--- src/rtl/uart_hex_loader.sv ---
// UART receiver plus hex-record parser: decodes "$AAAA#HH HH ... CR" lines
// into single-byte writes for a block RAM write port.
module uart_hex_loader #(
   parameter int CLK_HZ = 24000000,
   parameter int BAUD   = 115200,
   parameter int ADDR_W = 10
) (
   input  logic              clk,
   input  logic              RESET,
   input  logic              rx,
   output logic              wr_en,
   output logic [ADDR_W-1:0] wr_addr,
   output logic [7:0]        wr_data,
   output logic              rec_done,
   output logic              err,
   output logic              busy
);
   localparam int DIV = CLK_HZ / BAUD;
   localparam int CW  = $clog2(DIV + 1);
   localparam logic [CW-1:0] FULL_M1 = CW'(DIV - 1);
   localparam logic [CW-1:0] HALF_M1 = CW'(DIV / 2 - 1);

   localparam logic [7:0] CH_DOLLAR = 8'h24;
   localparam logic [7:0] CH_HASH   = 8'h23;
   localparam logic [7:0] CH_SPACE  = 8'h20;
   localparam logic [7:0] CH_CR     = 8'h0D;

   typedef enum logic [1:0] {R_IDLE, R_START, R_DATA, R_STOP} rx_state_t;
   typedef enum logic [2:0] {P_HUNT, P_ADDR, P_HASH, P_DHI, P_DLO, P_SEP} p_state_t;

   // Returns {valid, nibble} for 0-9, A-F, a-f.
   function automatic logic [4:0] hex_val(input logic [7:0] c);
      if (c >= 8'h30 && c <= 8'h39)
         return {1'b1, c[3:0]};
      else if ((c >= 8'h41 && c <= 8'h46) || (c >= 8'h61 && c <= 8'h66))
         return {1'b1, c[3:0] + 4'd9};
      else
         return 5'd0;
   endfunction

   logic          rx_s1, rx_s2, rx_d;
   rx_state_t     r_state, r_next;
   logic [CW-1:0] cnt, cnt_next;
   logic [2:0]    bit_idx, bit_next;
   logic [7:0]    sh, sh_next;
   // rx_valid is a one-cycle pulse with sh holding the byte; the parser
   // always accepts, so there is no ready and nothing is ever held.
   logic          rx_valid, frame_err;

   always_ff @(posedge clk or posedge RESET) begin
      if (RESET) begin
         rx_s1   <= 1'b1;
         rx_s2   <= 1'b1;
         rx_d    <= 1'b1;
         r_state <= R_IDLE;
         cnt     <= '0;
         bit_idx <= '0;
         sh      <= '0;
      end else begin
         rx_s1   <= rx;
         rx_s2   <= rx_s1;
         rx_d    <= rx_s2;
         r_state <= r_next;
         cnt     <= cnt_next;
         bit_idx <= bit_next;
         sh      <= sh_next;
      end
   end

   always_comb begin
      r_next    = r_state;
      cnt_next  = cnt;
      bit_next  = bit_idx;
      sh_next   = sh;
      rx_valid  = 1'b0;
      frame_err = 1'b0;
      case (r_state)
         R_IDLE: begin
            if (rx_d && !rx_s2) begin
               r_next   = R_START;
               cnt_next = '0;
            end
         end
         R_START: begin
            if (cnt == HALF_M1) begin
               cnt_next = '0;
               bit_next = '0;
               r_next   = rx_s2 ? R_IDLE : R_DATA;
            end else begin
               cnt_next = cnt + 1'b1;
            end
         end
         R_DATA: begin
            if (cnt == FULL_M1) begin
               cnt_next = '0;
               sh_next  = {rx_s2, sh[7:1]};
               bit_next = bit_idx + 1'b1;
               if (bit_idx == 3'd7) r_next = R_STOP;
            end else begin
               cnt_next = cnt + 1'b1;
            end
         end
         R_STOP: begin
            if (cnt == FULL_M1) begin
               cnt_next  = '0;
               rx_valid  = rx_s2;
               frame_err = !rx_s2;
               r_next    = R_IDLE;
            end else begin
               cnt_next = cnt + 1'b1;
            end
         end
         default: r_next = R_IDLE;
      endcase
   end

   p_state_t          p_state, p_next;
   logic [ADDR_W-1:0] acc, acc_n, addr_n;
   logic [1:0]        dcnt, dcnt_n;
   logic [3:0]        hi, hi_n;
   logic [4:0]        count, count_n;
   logic [7:0]        data_n;
   logic              wen_n, done_n, perr, perr_n, bad;
   logic [4:0]        hv;

   always_ff @(posedge clk or posedge RESET) begin
      if (RESET) begin
         p_state  <= P_HUNT;
         acc      <= '0;
         dcnt     <= '0;
         hi       <= '0;
         count    <= '0;
         wr_en    <= 1'b0;
         wr_addr  <= '0;
         wr_data  <= '0;
         rec_done <= 1'b0;
         perr     <= 1'b0;
      end else begin
         p_state  <= p_next;
         acc      <= acc_n;
         dcnt     <= dcnt_n;
         hi       <= hi_n;
         count    <= count_n;
         wr_en    <= wen_n;
         wr_addr  <= addr_n;
         wr_data  <= data_n;
         rec_done <= done_n;
         perr     <= perr_n;
      end
   end

   always_comb begin
      p_next  = p_state;
      acc_n   = acc;
      dcnt_n  = dcnt;
      hi_n    = hi;
      count_n = count;
      addr_n  = wr_en ? wr_addr + 1'b1 : wr_addr;
      data_n  = wr_data;
      wen_n   = 1'b0;
      done_n  = 1'b0;
      perr_n  = 1'b0;
      bad     = 1'b0;
      hv      = hex_val(sh);
      if (frame_err) begin
         p_next = P_HUNT;
      end else if (rx_valid) begin
         if (sh == CH_DOLLAR) begin
            perr_n  = (p_state != P_HUNT);
            p_next  = P_ADDR;
            acc_n   = '0;
            dcnt_n  = '0;
            count_n = '0;
         end else begin
            case (p_state)
               P_HUNT: ;
               P_ADDR: begin
                  if (hv[4]) begin
                     // Only the low ADDR_W bits of the 16-bit address survive.
                     acc_n  = ADDR_W'({acc, hv[3:0]});
                     dcnt_n = dcnt + 1'b1;
                     if (dcnt == 2'd3) p_next = P_HASH;
                  end else bad = 1'b1;
               end
               P_HASH: begin
                  if (sh == CH_HASH) begin
                     addr_n = acc;
                     p_next = P_DHI;
                  end else bad = 1'b1;
               end
               P_DHI: begin
                  if (hv[4] && count != 5'd16) begin
                     hi_n   = hv[3:0];
                     p_next = P_DLO;
                  end else if (sh == CH_CR) begin
                     done_n = 1'b1;
                     p_next = P_HUNT;
                  end else bad = 1'b1;
               end
               P_DLO: begin
                  if (hv[4]) begin
                     data_n  = {hi, hv[3:0]};
                     wen_n   = 1'b1;
                     count_n = count + 1'b1;
                     p_next  = P_SEP;
                  end else bad = 1'b1;
               end
               P_SEP: begin
                  if (sh == CH_SPACE) begin
                     p_next = P_DHI;
                  end else if (sh == CH_CR) begin
                     done_n = 1'b1;
                     p_next = P_HUNT;
                  end else bad = 1'b1;
               end
               default: bad = 1'b1;
            endcase
            if (bad) begin
               perr_n = 1'b1;
               p_next = P_HUNT;
            end
         end
      end
   end

   assign err  = perr | frame_err;
   assign busy = (p_state != P_HUNT) && !frame_err;

endmodule

--- config.mk ---
export PLATFORM = sky130hd
export DESIGN_NAME = uart_hex_loader
export DESIGN_NICKNAME = d
export VERILOG_FILES = /design/src/rtl/uart_hex_loader.sv
export SDC_FILE = /design/constraint.sdc
export NUM_CORES = 1
export LEC_CHECK = 0
export CORE_MARGIN = 1.5
export CORE_UTILIZATION = 61
export CTS_BUF_LIST = sky130_fd_sc_hd__clkbuf_4 sky130_fd_sc_hd__clkbuf_8
export DETAILED_ROUTE_END_ITERATION = 8
export HOLD_SLACK_MARGIN = 0.1
export PLACE_DENSITY = 0.82
export RECOVER_POWER = 100
export SKIP_LAST_GASP = 1
export SLEW_MARGIN = 30
export SYNTH_ARGS = -nofsm -noshare
export SYNTH_HDL_FRONTEND = slang
export SYNTH_SLANG_ARGS = --single-unit
--- constraint.sdc ---
create_clock -name clk -period 3.3 [get_ports clk]
set_input_delay 0.495 -clock clk [delete_from_list [all_inputs] [get_ports clk]]
set_output_delay 0.495 -clock clk [all_outputs]
set_load 0.005 [all_outputs]
==> impl_results.md <==
* Status: finished, violations left
* Failing checks: max-capacitance violations, max-slew violations
* Final ANT Viol Nets at 0
* Simple-gate share of the synthesized area at 17.0%
* Setup TNS at 0 ns
* Count of cell types in the netlist at 70
* PostCTS Resize Cnt at 0
* FF-to-FF path depth at 8
* Std cell rows at 27
* XOR/XNOR Fraction of Synth Area at 2.68%
* CP Launch Type: flop
* Area growth from synthesis to layout at 13.2%
* Initial antenna violation count at 0
* Top cells by count, synth: dfrtp_1 (66), nand2_1 (35), o21ai_0 (31)
* Global-route wire length before repair at 11900 um
* # port buffers at 24
* Adder-cell share of the synthesized area at 4.18%
* Mux contribution to synthesized area at 7.49%
* Synth Instances at 342
* Gpl congestion at 0.905
* Number of DRC markers in iteration 0 at 273
* Min-Delay Endpoint: rx_s2$_DFF_PP1_
* Share of cells above drive strength 1 at 12.1%
* Placed cells at 428
* Main combinational cell family by area after synthesis: simple AND/OR/NAND/NOR gates
* Max-cap viol count at 1
* Vias per cell at 6.02
* Overflow after GRT at 0
* Reg2reg start: sh[1]$_DFFE_PP0P_
* WS Path Type: flop to output port
* Flop-to-flop setup slack at 0.48 ns
* FFs w/ async S/R, synth at 100%
* Hold Crit Start: rx_s1$_DFF_PP1_
* Pin count of the biggest net entering global routing at 33
* Clock buffer depth at 2
* Final nets at 382
* Count leader, synth: dfrtp_1
* Crit path time final at 2.99 ns
* Setup violators final at 0
* Routed wire length at 7070 um
* Fill cells at 432
* Crit Path Max Fanout at 5
* Core area at 0.00561 mm^2
* Fin. Hold Viols at 0
* HPWL after DPL at 4830 um
* Die height at 79.8 um
* Non-Filler Instances at 444
* Yosys top cell by area: dfrtp_1
* Die Area at 0.00636 mm^2
* Post-synthesis compound-gate area fraction at 16.6%
* Placed inst area at 0.00387 mm^2
* Synth Register Bits at 69
* Critical R2R Capture: p_state[2]$_DFFE_PP0P_
* Fin crit share at 90.6%
* Synth warn at 0
* Number of global-route vias before repair at 2552
* Max IR drop VDD at 0.351 mV
* Ranking of synthesized cells by area: dfrtp_1 (46%), mux2_2 (5.0%), o21ai_0 (4.3%)
* Final Instance Area at 0.00407 mm^2
* Power per cell area at 454 mW/mm^2
* Net Count, Synth at 357
* Avg Cell Area, Syn at 10.5 um^2
* CTS root buf: clkbuf_8
* Synth Cell Area at 0.00359 mm^2
* GRT Util Overall at 24.5%
* CTS buffer count at 9
* Sequential share of the synthesized area at 48.2%
* Actual slew at the worst max-slew pin at 1.75 ns
* Fin Clk Skew at 0.00989 ns
* WP data arrival at 2.49 ns
* Slew margin rel. at -16.5%
* Drt pass-1 iters at 4
* H-tree Lvls at 3
* DRC Markers at 0
* Hold slack at 0.360 ns
* Highest Clock Rate at 0.335 GHz
* CTS Hold Buffers Added at 0
* Initial Utilization at 64.1%
* I/O Pins at 25
* Die width at 79.8 um
* CP required at 2.80 ns
* P_leak at 1.86 nW
* Post-CTS setup buffer count at 0
* Clock Pin Slew Worst Setup and Hold Paths at 0.07 ns
* Hold-critical path depth at 0
* N_diodes at 0
* CTS tree: built
* RSZ-0062 raised after global routing: no
* Ys flop type: dfrtp_1
* Final Max Slew Viols at 33
* Clock Sinks at 69
* Routed len/inst at 15.9 um
* HP Class: flop to flop
* Post-synth EDFFs at 0
* Synth top area share at 46.0%
* Crit. End Element: output port
* DR vias at 2675
* Worst skew pair latency at 0.35 ns
-- worst max-delay path, cell delays in order, from the launching register on --
cell	delay, ns
dfrtp_1	0.39
ha_1	0.23
nand3_1	0.15
or3_1	0.49
nor2_1	0.21
nor2_1	0.09
dlygate4sd3_1	0.58
-- logic make-up (layout without fill, tap and decap cells) --
logic type | after synthesis | after routing
adder cells (fa/ha/maj) | 12 | 12
buffers and inverters | 29 | 59
XOR/XNOR | 11 | 11
flip-flops | 69 | 69
multiplexers | 24 | 24
AND/OR/NAND/NOR | 111 | 111
AO/OA/AOI/OAI | 86 | 86
-- area by class of cell --
class,count,area [um^2],share of cell area [%]
clock buffer,11,151,3.72
clock inverter,5,81.3,2.00
inverter,16,60.1,1.48
multi-input combinational,244,1700,41.8
sequential,69,1730,42.5
tap,72,90.1,2.21
timing repair buffer,27,255,6.27
-- state kept, by name, indices dropped and copies added, names as in the netlist, named ones only --
signal,count
acc,10
bit_idx,3
cnt,8
count,5
dcnt,2
hi,4
p_state,3
perr,1
r_state,1
rec_done,1
rx_d,1
rx_s1,1
rx_s2,1
sh,8
wr_addr,10
wr_data,8
wr_en,1
-- power by group --
group	total, mW	leakage, nW	internal [mW]	switching [mW]
sequential	0.933	0.941	0.885	0.0486
clock	0.792	0.116	0.468	0.324
combinational	0.120	0.806	0.0524	0.0677
total	1.85	1.86	1.41	0.441
-- metal layers --
metal / up-vias / wire length, um / GRT usage [%]
met2: 73 / 3240 / 36.4
met1: 1301 / 3340 / 33.4
li1: 1284 / - / -
met3: 17 / 346 / 7.54
met5: - / 0 / 0
met4: 0 / 139 / 10.5
-- worst max path at each step --
stage / slack, ns / endpoint / from / depth (start not counted)
6_report: 0.31 / busy / cnt[0]$_DFFE_PP0P_ / 6
2_1_floorplan: 1.01 / p_state[2]$_DFFE_PP0P_ / sh[1]$_DFFE_PP0P_ / 8
3_3_place_gp: 0.81 / wr_data[6]$_DFFE_PP0P_ / cnt[0]$_DFFE_PP0P_ / 6
3_5_place_dp: 0.75 / wr_data[6]$_DFFE_PP0P_ / cnt[0]$_DFFE_PP0P_ / 6
4_1_cts: 0.39 / err / cnt[0]$_DFFE_PP0P_ / 6
5_1_grt: 0.12 / busy / cnt[0]$_DFFE_PP0P_ / 6
-- stage by stage --
| step | util (%) | setup WS (ns) | power (mW) |
|---|---|---|---|
| finish | 72.6 | 0.311 | 1.85 |
| global route | 72.6 | 0.124 | 1.92 |
| CTS | 73.1 | 0.387 | 1.86 |
| detailed placement | 69.0 | 0.755 | 1.08 |
| global placement | 69.0 | 0.806 | 1.07 |
| floorplan | - | 1.01 | 1.04 |
-- placed cells by master, fill, tap and decap left out, types with 2 or more instances in the layout --
cell type	n
nor4b_1	2
xor2_1	4
clkbuf_8	11
bufinv_16	2
nor4_1	2
dfrtp_1	66
mux2_1	5
a22oi_1	2
a22o_1	13
a211oi_1	4
nand3_1	9
o21a_1	3
dlygate4sd3_1	23
a21o_1	3
a21oi_1	4
nor2_1	20
ha_1	12
and4_1	2
o21ai_0	37
nor3_1	5
nor2b_1	6
inv_1	16
a21boi_0	2
xnor2_1	7
o31ai_1	3
mux2_2	15
dfstp_2	2
nand2b_1	3
nand2_1	35
nand4_1	7
clkbuf_1	2
mux2i_1	4
and3_1	3
Note: power is estimated with default switching activity, not from simulation.
==> edit 1 (same settings) <==
Encoding of `p_state_t`: now one-hot (6 bits for 6 states).
--- a/src/rtl/uart_hex_loader.sv
+++ b/src/rtl/uart_hex_loader.sv
@@ -26,7 +26,7 @@
    localparam logic [7:0] CH_CR     = 8'h0D;
 
    typedef enum logic [1:0] {R_IDLE, R_START, R_DATA, R_STOP} rx_state_t;
-   typedef enum logic [2:0] {P_HUNT, P_ADDR, P_HASH, P_DHI, P_DLO, P_SEP} p_state_t;
+   typedef enum logic [5:0] {P_HUNT = 6'b000001, P_ADDR = 6'b000010, P_HASH = 6'b000100, P_DHI = 6'b001000, P_DLO = 6'b010000, P_SEP = 6'b100000} p_state_t;
 
    // Returns {valid, nibble} for 0-9, A-F, a-f.
    function automatic logic [4:0] hex_val(input logic [7:0] c);
Behaviour: same outputs for any inputs over 10 cycles, from zero or initial values and one cycle with RESET high; not proved beyond that.
==> edit 1 against the unedited design <==
- the run still ends with max-capacitance violations, max-slew violations left
- design area is 2.0% higher
- clock skew is 2.1 ps higher
- total power is 3.2% higher
- sequential cell count is 3 higher
- synthesized area is 3.4% higher
- non-clock buffer count stayed put
- synthesized cell count is 4.7% higher
- routed wire length is 0.55% lower
- count of clock-buffer cells in the layout is 1 lower
- sequential share of layout area is 1.0 points higher
- worst setup slack worse by 100 ps
- first-iteration DRC count is 33% lower
- critical path type unchanged
- largest power group unchanged
- highest routed layer unchanged
==> edit 1: results (changes against the unedited design) <==
[status]
status=complete, but fails checks
violations=max-capacitance violations, max-slew violations

[timing]
fin_worst_skew_ps=12.0  ; +2.11 ps
worstMarginPinSlew_ps=1700  ; -52.4 ps
drv_slew=73  ; +120%
whs_ps=364  ; +4.73 ps

[yosys]
postSynthNetCount=371  ; +3.9%
synth_area_leaders=dfrtp_1 46%, o21ai_0 4.7%, nand2_1 4.3%
synth_cells=358  ; +4.7%
yosysSeqAreaShare=0.486  ; +0.00481
synth_commonest_cells=68 x dfrtp_1, 43 x nand2_1, 35 x o21ai_0
ys_types=62  ; -11%

[critical_path]
slowest_stage=or3_1
crit_end=err
cp_max_fo=7  ; +2
arrival_ps=2600  ; +110 ps
r2r_end=wr_data[6]
r2r_slack_ps=530  ; +50 ps
r2r_cells=6  ; -2
max_stage_delay_ps=560  ; -20 ps

[drt]
finalWirelength_um=7030  ; -0.55%
drt_iter0_drc=183  ; -33%
met2_length_um=3480  ; +7.3%
vias=2734  ; +2.2%
wl_met1_um=3180  ; -4.7%
met3WireLength_um=233  ; -33%

[global_routing]
grt_use_met2=0.398  ; +0.0339
use_met3=0.0652  ; -0.0103
grt_pass1_wl_um=12100  ; +1.2%
grt.met1_usage=0.292  ; -0.0417
grt_max_degree=73  ; +120%
grtUsageTotal=0.243  ; -0.00206
antenna_found_initial=0  ; unchanged

[final_layout]
fillers=452  ; +4.6%
instances_no_fill=461  ; +3.8%
drive_gt1_frac=0.106  ; -0.0148
nets=394  ; +3.1%

[min_path]
hold_start=rx_s1
hold_end=rx_s2

[placed_design]
placed_cells_incl_taps=445  ; +4.0%
gp_congestion=0.873  ; -3.6%

[pwr]
ir_drop_mv=0.341  ; -3.0%
p_int_mw=1.44  ; +2.3%

[run]
cap_violations=1  ; unchanged

==> edit 1: cell types whose count changed in the layout (fill, tap and decap cells not counted), moves of 3 or more <==
| cell | delta |
|---|---|
| nand2_1 | +8 |
| a21oi_1 | +6 |
| and3_1 | +5 |
| nor2b_1 | -6 |
| xor2_1 | +6 |
| mux2_1 | -5 |
| mux2_2 | -3 |
| a32o_1 | +3 |
| nor4b_1 | +4 |
==> edit 1: metrics by stage <==
stage          utilization  cell area (µm²)  setup WS [ps]
2_1_floorplan            -             3710            987
3_3_place_gp         0.673             3960            739
3_5_place_dp         0.673             3960            635
4_1_cts              0.711             4180            257
5_1_grt              0.705             4150           83.4
6_report             0.705             4150            207
==> edit 1: power by group through the flow <==
| stage | combinational, mW | clock (mW) | sequential (mW) |
|---|---|---|---|
| finish | 0.153 | 0.763 | 0.988 |
| global route | 0.181 | 0.821 | 0.997 |
| CTS | 0.156 | 0.783 | 0.987 |
| detailed placement | 0.156 | 0 | 1.00 |
| global placement | 0.148 | 0 | 1.00 |
| floorplan | 0.128 | 0 | 0.989 |
==> edit 1: cell families (layout without fill, tap and decap cells) <==
family,after synthesis,after routing,synth area share
AO/OA/AOI/OAI,86,86,0.159
XOR/XNOR,16,16,0.0377
adder cells (fa/ha/maj),10,10,0.0337
buffers and inverters,30,58,0.0445
flip-flops,72,72,0.486
multiplexers,16,16,0.0472
AND/OR/NAND/NOR,128,128,0.192
==> edit 1: final cells by class <==
cell class | count | area share
sequential | 72 | 0.435
multi-input combinational | 256 | 0.414
timing repair buffer | 27 | 0.0609
clock buffer | 10 | 0.0332
tap | 75 | 0.0226
clock inverter | 6 | 0.0199
inverter | 15 | 0.0136
==> edit 2 (config.mk and constraints unchanged) <==
Made on the original files. `BAUD`: 115200 -> 460800.
--- a/src/rtl/uart_hex_loader.sv
+++ b/src/rtl/uart_hex_loader.sv
@@ -2,7 +2,7 @@
 // into single-byte writes for a block RAM write port.
 module uart_hex_loader #(
    parameter int CLK_HZ = 24000000,
-   parameter int BAUD   = 115200,
+   parameter int BAUD   = 460800,
    parameter int ADDR_W = 10
 ) (
    input  logic              clk,
Check against the original RTL: no difference found for any inputs over 10 cycles, from zero or initial values and one cycle with RESET high; that may be too few to reach the edited logic, so the function may still have changed.
==> edit 2 against the unedited design <==
- synthesized cell count increased by 7.9%
- total power increased by 1.1%
- sequential cell count decreased by 2
- count of clock-buffer cells in the layout increased by 1
- utilization increased by 0.28 points
- design area decreased by 0.83%
- global-route usage increased by 2.0 points
- routed wire length increased by 7.2%
- worst setup slack improved by 94 ps
- worst hold slack got worse by 10 ps
- final cell count increased by 6.1%
- synthesized area decreased by 1.6%
==> edit 2: results (changes against the unedited design) <==
[global_routing]
grt_pass1_wl_um=12800  ; +7.3%
grt_pass1_vias=2778  ; +8.9%
grtUsageTotal=0.265  ; +0.0199
grt_max_degree=37  ; +12%

[yosys]
synthMuxAreaShare=0.0449  ; -0.0299
ys_types=60  ; -14%
postSynthNetCount=385  ; +7.8%
yosysSeqAreaShare=0.475  ; -0.00648
yosys.area_share.adder=0.0460  ; +0.00420
synth-compound-area-share=0.163  ; -0.00336
synth_xor_xnor_area_share=0.0347  ; +0.00786
synth_commonest_cells=64 x dfrtp_1, 37 x o21ai_0, 34 x nand3_1

[placed_design]
preCtsSetupSlack_ps=834  ; +79.8 ps
hpwl_um=5390  ; +12%
gp_congestion=0.915  ; +1.1%

[final_layout]
drive_gt1_frac=0.0977  ; -0.0232
fillers=416  ; -3.7%
fin_util=0.728  ; +0.00275
nets=410  ; +7.3%

[drt]
via_per_inst=6.03  ; about the same
dr.pass1.iters=7  ; +3
wl_per_cell_um=16.1  ; +1.0%

[critical_path]
crit_family=buffers and inverters
arrival_ps=2400  ; -90 ps

[timing]
slew_headroom=0.117  ; +0.283

[status]
status=finished, final reports clean

[pwr]
ir_drop_mv=0.500  ; +42%
p_leak_nw=1.89  ; +1.6%

-- edit 2: cell types whose count changed in the layout (fill, tap and decap cells not counted), moves of 4 or more --
cell     delta
a21oi_1     +9
a22o_1     -13
nor2b_1     -4
nand3_1    +25
mux2_2      -8
nand4_1     -4
inv_1      +11
nor2_1      +5
-- edit 2: metrics by stage --
stage	power, mW	std cells
after global placement	1.10	455
final	1.87	471
after floorplan	1.06	369
after detailed placement	1.11	455
after CTS	1.88	471
after global routing	1.95	471
-- edit 2: per-layer routing --
| metal | wire length, µm | share of wire | global-route usage | vias to the layer above |
|---|---|---|---|---|
| met5 | 0 | 0 | 0 | - |
| met4 | 269 | 0.036 | 0.139 | 0 |
| met3 | 343 | 0.045 | 0.0414 | 28 |
| met2 | 3560 | 0.47 | 0.425 | 88 |
| met1 | 3410 | 0.45 | 0.347 | 1363 |
| li1 | - | - | - | 1360 |
-- edit 2: worst paths after layout --
path                       startpoint          to  slack [ps]  cells after the start
max in group asynchronous       RESET  wr_addr[7]         900                      3
hold reg to reg                 rx_s1       rx_s2         350                      0
hold / removal                  rx_s1       rx_s2         350                      0
min in group asynchronous       RESET  wr_addr[4]         970                      2
setup reg to reg                sh[3]    count[4]         560                      6
setup / recovery               cnt[3]        busy         410                      5
-- edit 2: power breakdown --
part | total, mW | switching (mW) | internal [mW]
Sequential | 0.921 | 0.0577 | 0.863
Clock | 0.774 | 0.300 | 0.474
Combinational | 0.170 | 0.0956 | 0.0748
-- edit 2: layout make-up --
cell class | instances | area share
clock inverters | 4 | 0.0180
inverters | 27 | 0.0251
well taps | 72 | 0.0223
multi-input cells | 259 | 0.413
repair buffers | 30 | 0.0654
clock buffers | 12 | 0.0394
flip-flops and latches | 67 | 0.416
